File: src/rtl/cla_pkg.sv
// cla_pkg: shared group generate/propagate helper and pipeline stage record for cla_pipe_adder.
package cla_pkg;
  localparam int CLA_BLOCK = 4;
  localparam int CLA_MAX_BLOCK = 16;
  localparam int CLA_MAX_W = 64;
  typedef struct packed {
    logic g;
    logic p;
  } cla_gp_t;
  typedef struct packed {
    logic                 valid;
    logic                 carry;
    logic [CLA_MAX_W-1:0] sum;
    logic [CLA_MAX_W-1:0] ra;
    logic [CLA_MAX_W-1:0] rb;
  } cla_stage_t;
  function automatic cla_gp_t cla_gp(input logic [CLA_MAX_BLOCK-1:0] a, input logic [CLA_MAX_BLOCK-1:0] b, input int n);
    cla_gp_t r;
    r = '{g: 1'b0, p: 1'b1};
    for (int i = 0; i < CLA_MAX_BLOCK; i++)
      if (i < n) begin
        r.g = (a[i] & b[i]) | ((a[i] ^ b[i]) & r.g);
        r.p = r.p & (a[i] ^ b[i]);
      end
    return r;
  endfunction
endpackage

File: src/rtl/cla_group.sv
// cla_group: combinational BLOCK-bit carry look-ahead group with fully expanded internal carries.
module cla_group
  import cla_pkg::*;
#(
  parameter int BLOCK = CLA_BLOCK
) (
  input  logic [BLOCK-1:0] a,
  input  logic [BLOCK-1:0] b,
  input  logic             ci,
  output logic [BLOCK-1:0] s,
  output logic             co,
  output logic             g,
  output logic             p
);
  logic [BLOCK-1:0] gv, pv, c;
  logic t;
  cla_gp_t gp;
  assign gv = a & b;
  assign pv = a ^ b;
  assign gp = cla_gp(CLA_MAX_BLOCK'(a), CLA_MAX_BLOCK'(b), BLOCK);
  assign g  = gp.g;
  assign p  = gp.p;
  assign co = g | (p & ci);
  // each c[i] is a flat sum of products over ci, g and p: no carry chain
  always_comb begin
    c = '0;
    t = 1'b0;
    for (int i = 0; i < BLOCK; i++) begin
      t = ci;
      for (int j = 0; j < i; j++) t = t & pv[j];
      c[i] = t;
      for (int j = 0; j < i; j++) begin
        t = gv[j];
        for (int m = j + 1; m < i; m++) t = t & pv[m];
        c[i] = c[i] | t;
      end
    end
  end
  assign s = pv ^ c;
endmodule

File: src/rtl/cla_pipe_adder.sv
// cla_pipe_adder: pipelined CLA adder, one register stage per BLOCK-bit group, valid/ready handshake.
// Define CLA_PIPE_OVF_EN to add the registered signed-overflow output ovf.
module cla_pipe_adder
  import cla_pkg::*;
#(
  parameter int WIDTH = 16,
  parameter int BLOCK = CLA_BLOCK
) (
  input  logic             clk,
  input  logic             rst,
  input  logic             in_valid,
  output logic             in_ready,
  input  logic [WIDTH-1:0] a,
  input  logic [WIDTH-1:0] b,
  input  logic             cin,
  output logic             out_valid,
  input  logic             out_ready,
  output logic [WIDTH-1:0] sum,
  output logic             cout
`ifdef CLA_PIPE_OVF_EN
  ,
  output logic             ovf
`endif
);
  localparam int NG = WIDTH / BLOCK;
  logic advance;
  if (WIDTH % BLOCK != 0 || WIDTH < BLOCK || WIDTH > CLA_MAX_W || BLOCK > CLA_MAX_BLOCK) begin : bad_cfg
    $error("cla_pipe_adder: unsupported WIDTH/BLOCK");
  end
  assign advance  = !out_valid || out_ready;
  assign in_ready = advance;
  genvar k;
  for (k = 0; k < NG; k++) begin : st
    cla_stage_t src, r;
    logic [BLOCK-1:0] s;
    logic co, gg, pp;
    if (k == 0) begin : head
      assign src = '{valid: in_valid, carry: cin, sum: '0, ra: CLA_MAX_W'(a), rb: CLA_MAX_W'(b)};
    end else begin : link
      assign src = st[k-1].r;
    end
    cla_group #(.BLOCK(BLOCK)) grp (
      .a (src.ra[BLOCK-1:0]),
      .b (src.rb[BLOCK-1:0]),
      .ci(src.carry),
      .s (s),
      .co(co),
      .g (gg),
      .p (pp)
    );
    // operands shift down so every stage consumes the low BLOCK bits
    always_ff @(posedge clk or posedge rst)
      if (rst) r <= '0;
      else if (advance) begin
        r.valid <= src.valid;
        r.carry <= co;
        r.sum   <= src.sum | (CLA_MAX_W'(s) << (k * BLOCK));
        r.ra    <= src.ra >> BLOCK;
        r.rb    <= src.rb >> BLOCK;
      end
    always_comb assert (co == (gg | (pp & src.carry)));
  end
  assign out_valid = st[NG-1].r.valid;
  assign sum       = st[NG-1].r.sum[WIDTH-1:0];
  assign cout      = st[NG-1].r.carry;
  // every operand bit has been consumed and nothing lands above WIDTH
  always_comb assert (!(|{st[NG-1].r.ra, st[NG-1].r.rb, st[NG-1].r.sum >> WIDTH}));
`ifdef CLA_PIPE_OVF_EN
  // carry into the MSB is p ^ s at that bit
  always_ff @(posedge clk or posedge rst)
    if (rst) ovf <= 1'b0;
    else if (advance) ovf <= st[NG-1].src.ra[BLOCK-1] ^ st[NG-1].src.rb[BLOCK-1] ^ st[NG-1].s[BLOCK-1] ^ st[NG-1].co;
`endif
endmodule

File: config.mk
export PLATFORM = sky130hd
export DESIGN_NAME = cla_pipe_adder
export DESIGN_NICKNAME = d
export VERILOG_FILES = /design/src/rtl/cla_pkg.sv /design/src/rtl/cla_group.sv /design/src/rtl/cla_pipe_adder.sv
export SDC_FILE = /design/constraint.sdc
export NUM_CORES = 1
export LEC_CHECK = 0
export ABC_CLOCK_PERIOD_IN_PS = 4700
export CORE_MARGIN = 8
export CORE_UTILIZATION = 59
export DETAILED_ROUTE_END_ITERATION = 10
export MAX_ROUTING_LAYER = met4
export PLACE_DENSITY = 0.92
export SLEW_MARGIN = 20
export SYNTH_ARGS = -nofsm -noshare
export SYNTH_HDL_FRONTEND = slang
export SYNTH_SLANG_ARGS = --single-unit
File: constraint.sdc
create_clock -name clk -period 4.7 [get_ports clk]
set_input_delay 0.47 -clock clk [delete_from_list [all_inputs] [get_ports clk]]
set_output_delay 0.47 -clock clk [all_outputs]
set_load 0.05 [all_outputs]
==> summary.txt, run 1 <==
DRC violations left = 0
Layout area overhead = 17.6%
Finished Cell Area = 5060 sq um
Tcrit/Tclk final = 0.617
GRT Total Usage = 0.174
Seq/Total Area, Yosys = 0.558
Hpwl dp = 5360 um
Slowest cell on crit path = clkdlybuf4s50_1
# Max-Cap Violations = 0
Top Layer Used = met4
I/O pin total = 56
Seq cells post-synth = 96
Fill count = 506
Buffers & Inverters on Critical Path = 3
Clock buffer depth = 2
Hold Crit Depth = 2
Clock Latency Late Sink = 370 ps
Worst Path Required = 4230 ps
Setup crit end kind = primary output
Slew Limit Headroom = 0.451
RSZ-0062 raised after global routing = no
Share of layout cells above drive strength 1 = 0.0638
Length of routed met3 wiring = 334 um
H-tree levels = 3
Total core area = 7180 sq um
Switching pwr = 0.00140 W
Reg2reg start = out_valid$_DFFE_PP0P_
Via count = 3,155
Leak Pwr = 2.58 nW
Final net count = 573
Hold endpoint = sum[0]$_DFFE_PP0P_
I/O Buffers = 55
R2R depth = 5
Crit-path most repeated cell = clkdlybuf4s50_1
Max-slew violations = 0
Vias in the first global route = 3,228
Post-synthesis cell type count = 27
Critical hold path startpoint = sum[0]$_DFFE_PP0P_
Setup violations, final = 0
CTS Hold Bufs = 0
Fin crit period = 2900 ps
Metal2 WL = 3820 um
Reg clk slew, reported paths = 100 ps
Power Dens Cells = 660 nW/um^2
Ys Warns = 0
Fmax = 345 MHz
Die Span X = 101 um
Placed inst area = 4880 sq um
Layout Utilization = 0.705
Total CTS buffers = 9
Most common cell after layout, fill and taps aside = nand2_1
RR Endpoint = st[1].r[192]$_DFFE_PP0P_
CP Launch Type = input port
Routed len/inst = 12.9 um
Hold WC Path Type = reg -> reg
Routability cong. = 0.810
First-pass GRT wire length = 13,900 um
Synth Cell Area = 4300 sq um
Post-synth EDFFs = 0
Drt first pass iters = 4
Die outline area = 10,300 sq um
Synth Flop Type = dfrtp_1
Fraction of registers with async set/reset = 1.00
Remaining global-route overflow = 0
Clk pwr share = 0.148
Syn_nets = 526
Logic pwr share = 0.436
Switching Share = 0.420
CTS tree = yes
Worst Skew = 11.1 ps
Row count = 31
Maximum vdd drop = 0.000261 V
Int Power = 0.00194 W
N_diodes = 0
Cell family with most CP delay = buffers and inverters
# Post-CTS Setup Buffers = 0
Mapped Cells = 465
Setup TNS = 0 ps
Syn Area/Cell = 9.25 sq um
Outcome = complete, no violations
CP peak stage delay = 900 ps
WS Path Type = in -> out
Worst EP arrival = 2430 ps
Wire length on met1 = 3640 um
Final Hold Vio Count = 0
Drt via density = 5.12
Remaining antenna violation count = 0
Die height = 101 um
Sequential share of power = 0.416
Clock root cell = clkbuf_8
Antenna violations before repair = 0
Most frequent cells in the layout = 233 x nand2_1, 96 x dfrtp_1, 55 x clkdlybuf4s50_1, 20 x ha_1
# clock sinks = 96
DRT Wirelength = 7930 um
Largest net degree at the start of global routing = 88
Worst-path cell chain = clkdlybuf4s50_1, nor2b_4, clkinv_2, clkdlybuf4s50_1
Drt first-iter violations = 148
Worst-margin pin slew = 824 ps
R2R setup slack = 2400 ps
Starting Density = 0.600
Post-CTS sizing = 0
CP Max Fanout = 45
Crit path from = out_ready
## cells by family after synthesis
group | synth area share
AOI/OAI and AO/OA | 0.0616
xor gates and xnor gates | 0.00814
adders and majority gates | 0.0768
buffers and inverters | 0.0401
DFF | 0.558
muxes | 0.0105
and+or+nand+nor | 0.245
## per-layer routing
metal | track usage | up-vias
met4 | 0.0745 | 0
li1 | - | 1577
met2 | 0.290 | 69
met3 | 0.0392 | 12
met1 | 0.196 | 1497
met5 | - | -
## tightest hold or removal path, stage by stage, from the launching register on
cell	delay, ps
dfrtp_1	350
nand2_1	50
nand2_1	50
## worst max-delay path by stage
stage	cells past startpoint	end
floorplan	1	cout$_DFFE_PP0P_
global placement	4	in_ready
detailed placement	4	in_ready
CTS	4	in_ready
global route	4	in_ready
finish	4	in_ready
## layout make-up
class	count	area (sq um)	share of cell area
Multi-Input combinational cell	335	1740	0.343
Clock inverter	6	50.0	0.00989
Tap cell	99	124	0.0245
Timing Repair Buffer	58	573	0.113
Clock buffer	10	128	0.0252
Inverter	12	48.8	0.00964
Sequential cell	96	2400	0.475
## state kept, by name, indices dropped and copies added (netlist names)
register   flops
cout           1
out_valid      1
st.r          78
sum           16
## Yosys cell counts, types with 5 or more instances
cell type,count,area (sq um)
nand2_1,233,875
dfrtp_1,96,2400
ha_1,20,250
a21oi_1,12,60.1
buf_2,12,60.1
nor2_1,12,45.0
inv_1,11,41.3
o21ai_0,8,40.0
clkbuf_1,5,18.8
## metrics by stage
step                cells  power [W]  setup WS [ps]  hold slack (ps)
floorplan             465    0.00247           1720              430
global placement      600    0.00277           1810              441
detailed placement    600    0.00286           1800              455
CTS                   616    0.00336           1790              477
global route          616    0.00360           1710              493
finish                616    0.00334           1800              471
## power groups by stage
| stage | Combinational (W) | Clock, W | Sequential [W] |
|---|---|---|---|
| after detailed placement | 0.00145 | 0 | 0.00140 |
| after floorplan | 0.000848 | 0 | 0.00163 |
| after CTS | 0.00147 | 0.000501 | 0.00139 |
| final | 0.00146 | 0.000495 | 0.00139 |
| after global routing | 0.00162 | 0.000539 | 0.00144 |
| after global placement | 0.00139 | 0 | 0.00138 |
No activity file was read; power rests on OpenSTA's default activity.
==> inputs of run 2 (changes only) <==
--- a/config.mk
+++ b/config.mk
@@ -5,12 +5,12 @@
 export SDC_FILE = /design/constraint.sdc
 export NUM_CORES = 1
 export LEC_CHECK = 0
-export ABC_CLOCK_PERIOD_IN_PS = 4700
+export ABC_CLOCK_PERIOD_IN_PS = 3000
 export CORE_MARGIN = 8
-export CORE_UTILIZATION = 59
+export CORE_UTILIZATION = 55
 export DETAILED_ROUTE_END_ITERATION = 10
 export MAX_ROUTING_LAYER = met4
-export PLACE_DENSITY = 0.92
+export PLACE_DENSITY = 0.88
 export SLEW_MARGIN = 20
 export SYNTH_ARGS = -nofsm -noshare
 export SYNTH_HDL_FRONTEND = slang
==> constraint.sdc (replaced) <==
create_clock -name clk -period 3 [get_ports clk]
set_input_delay 0.3 -clock clk [delete_from_list [all_inputs] [get_ports clk]]
set_output_delay 0.3 -clock clk [all_outputs]
set_load 0.05 [all_outputs]
==> run 2 against run 1 <==
Sequential cell count unchanged. Global-route usage decreased by 1.3 points. Critical endpoint unchanged. Total power increased by 60%. Non-clock buffer count increased by 3. Final cell count increased by 0.81%. Sequential power increased by 57%. Clock power increased by 73%. Hold slack got worse by 78 ps. First-iteration DRC count increased by 20%. Highest routed layer unchanged. Setup slack got worse by 810 ps. Combinational power increased by 59%. Register-to-register slack got worse by 1100 ps.
==> summary.txt, run 2 (synthesis results as in run 1) <==
Clock Latency Late Sink = 360 ps
Layout Utilization = 0.670
# Post-CTS Setup Buffers = 0
Most common cell after layout, fill and taps aside = nand2_1
Most frequent cells in the layout = 233 x nand2_1, 96 x dfrtp_1, 54 x clkdlybuf4s50_1, 20 x ha_1
Largest net degree at the start of global routing = 97
Reg clk slew, reported paths = 80 ps
RSZ-0062 raised after global routing = no
GRT Total Usage = 0.161
Vias in the first global route = 3,295
Clock buffer depth = 2
Worst Skew = 6.23 ps
Hpwl dp = 5410 um
Max-slew violations = 0
Row count = 32
Final Hold Vio Count = 0
CTS Hold Bufs = 0
Die height = 104 um
Starting Density = 0.563
First-pass GRT wire length = 14,300 um
Hold WC Path Type = in -> async
Antenna violations before repair = 0
# Max-Cap Violations = 0
Most flop-heavy register = st.r
Placed cells = 606
Drt via density = 5.02
Tcrit/Tclk final = 0.671
Die outline area = 10,900 sq um
Outcome = complete, no violations
Share of layout cells above drive strength 1 = 0.0713
H-tree levels = 3
Routed len/inst = 12.7 um
Total CTS buffers = 9
CP Launch Type = input port
Hold_ws = 393 ps
Slew Limit Headroom = 0.450
DRT Wirelength = 7900 um
I/O pin total = 56
Worst EP arrival = 1710 ps
Remaining antenna violation count = 0
Fmax = 497 MHz
Largest regs = st.r x78, sum x16
Remaining global-route overflow = 0
Power Dens Cells = 1050 nW/um^2
Non-filler cells in the finished layout = 621
Die Span X = 104 um
Maximum vdd drop = 0.000452 V
Fill count = 594
I/O Buffers = 55
Number of flip-flops under the largest register name = 78
# clock sinks = 96
Post-CTS sizing = 0
Setup violations, final = 0
Setup TNS = 0 ps
WS Path Type = in -> out
CTS tree = yes
Fin crit period = 2010 ps
Clock root cell = clkbuf_8
Via count = 3,117
Final net count = 576
Layout area overhead = 19.1%
N_diodes = 0
Pre-CTS setup slack = 978 ps
PnR worst setup slack = 988 ps
Routability cong. = 0.788
CP Max Fanout = 25
Drt first-iter violations = 177
Total core area = 7650 sq um
Worst-margin pin slew = 824 ps
Drt first pass iters = 4
Worst Path Required = 2700 ps
Leak Pwr = 2.62 nW
DRC violations left = 0
Setup crit end kind = primary output
==> run 2: worst max-delay path, stage by stage <==
cell and delay [ps]:
clkdlybuf4s50_1 450, nor2b_4 140, clkinv_2 290, buf_4 320
buf_4 200
==> run 2: path summary, 6_finish.rpt <==
path	from	endpoint	slack, ps	depth (start not counted)
min in group clk	b[14]	st[0].r[10]$_DFFE_PP0P_	470	3
max reg2reg	st[0].r[0]$_DFFE_PP0P_	st[1].r[135]$_DFFE_PP0P_	1310	5
min	rst	out_valid$_DFFE_PP0P_	390	3
min reg2reg	sum[2]$_DFFE_PP0P_	sum[2]$_DFFE_PP0P_	470	2
max	out_ready	in_ready	990	5
max in group asynchronous	rst	st[2].r[130]$_DFFE_PP0P_	2210	3
==> run 2: routing by layer <==
layer	wire [um]	vias up	global-route usage
li1	-	1579	-
met1	3700	1452	0.192
met5	0	-	-
met2	3720	70	0.250
met3	316	16	0.0403
met4	172	0	0.0755
==> run 2: where the power goes <==
part           leakage (nW)  internal, W  switching, W
logic                  1.37     0.000892       0.00143
registers              1.15      0.00185      0.000325
clock network         0.106     0.000429      0.000428
==> run 2: per-stage QoR <==
stage	power, W	instance area [sq um]
floorplan	0.00388	4300
global placement	0.00438	4920
detailed placement	0.00452	4920
CTS	0.00539	5120
global route	0.00577	5120
finish	0.00536	5120
==> run 2: cell type report <==
| type | count | area (sq um) | area share |
|---|---|---|---|
| repair buffers | 61 | 606 | 0.118 |
| flip-flops and latches | 96 | 2400 | 0.469 |
| well taps | 102 | 128 | 0.0249 |
| clock inverters | 4 | 52.6 | 0.0103 |
| multi-input cells | 335 | 1740 | 0.339 |
| inverters | 12 | 48.8 | 0.00952 |
| clock buffers | 11 | 151 | 0.0295 |
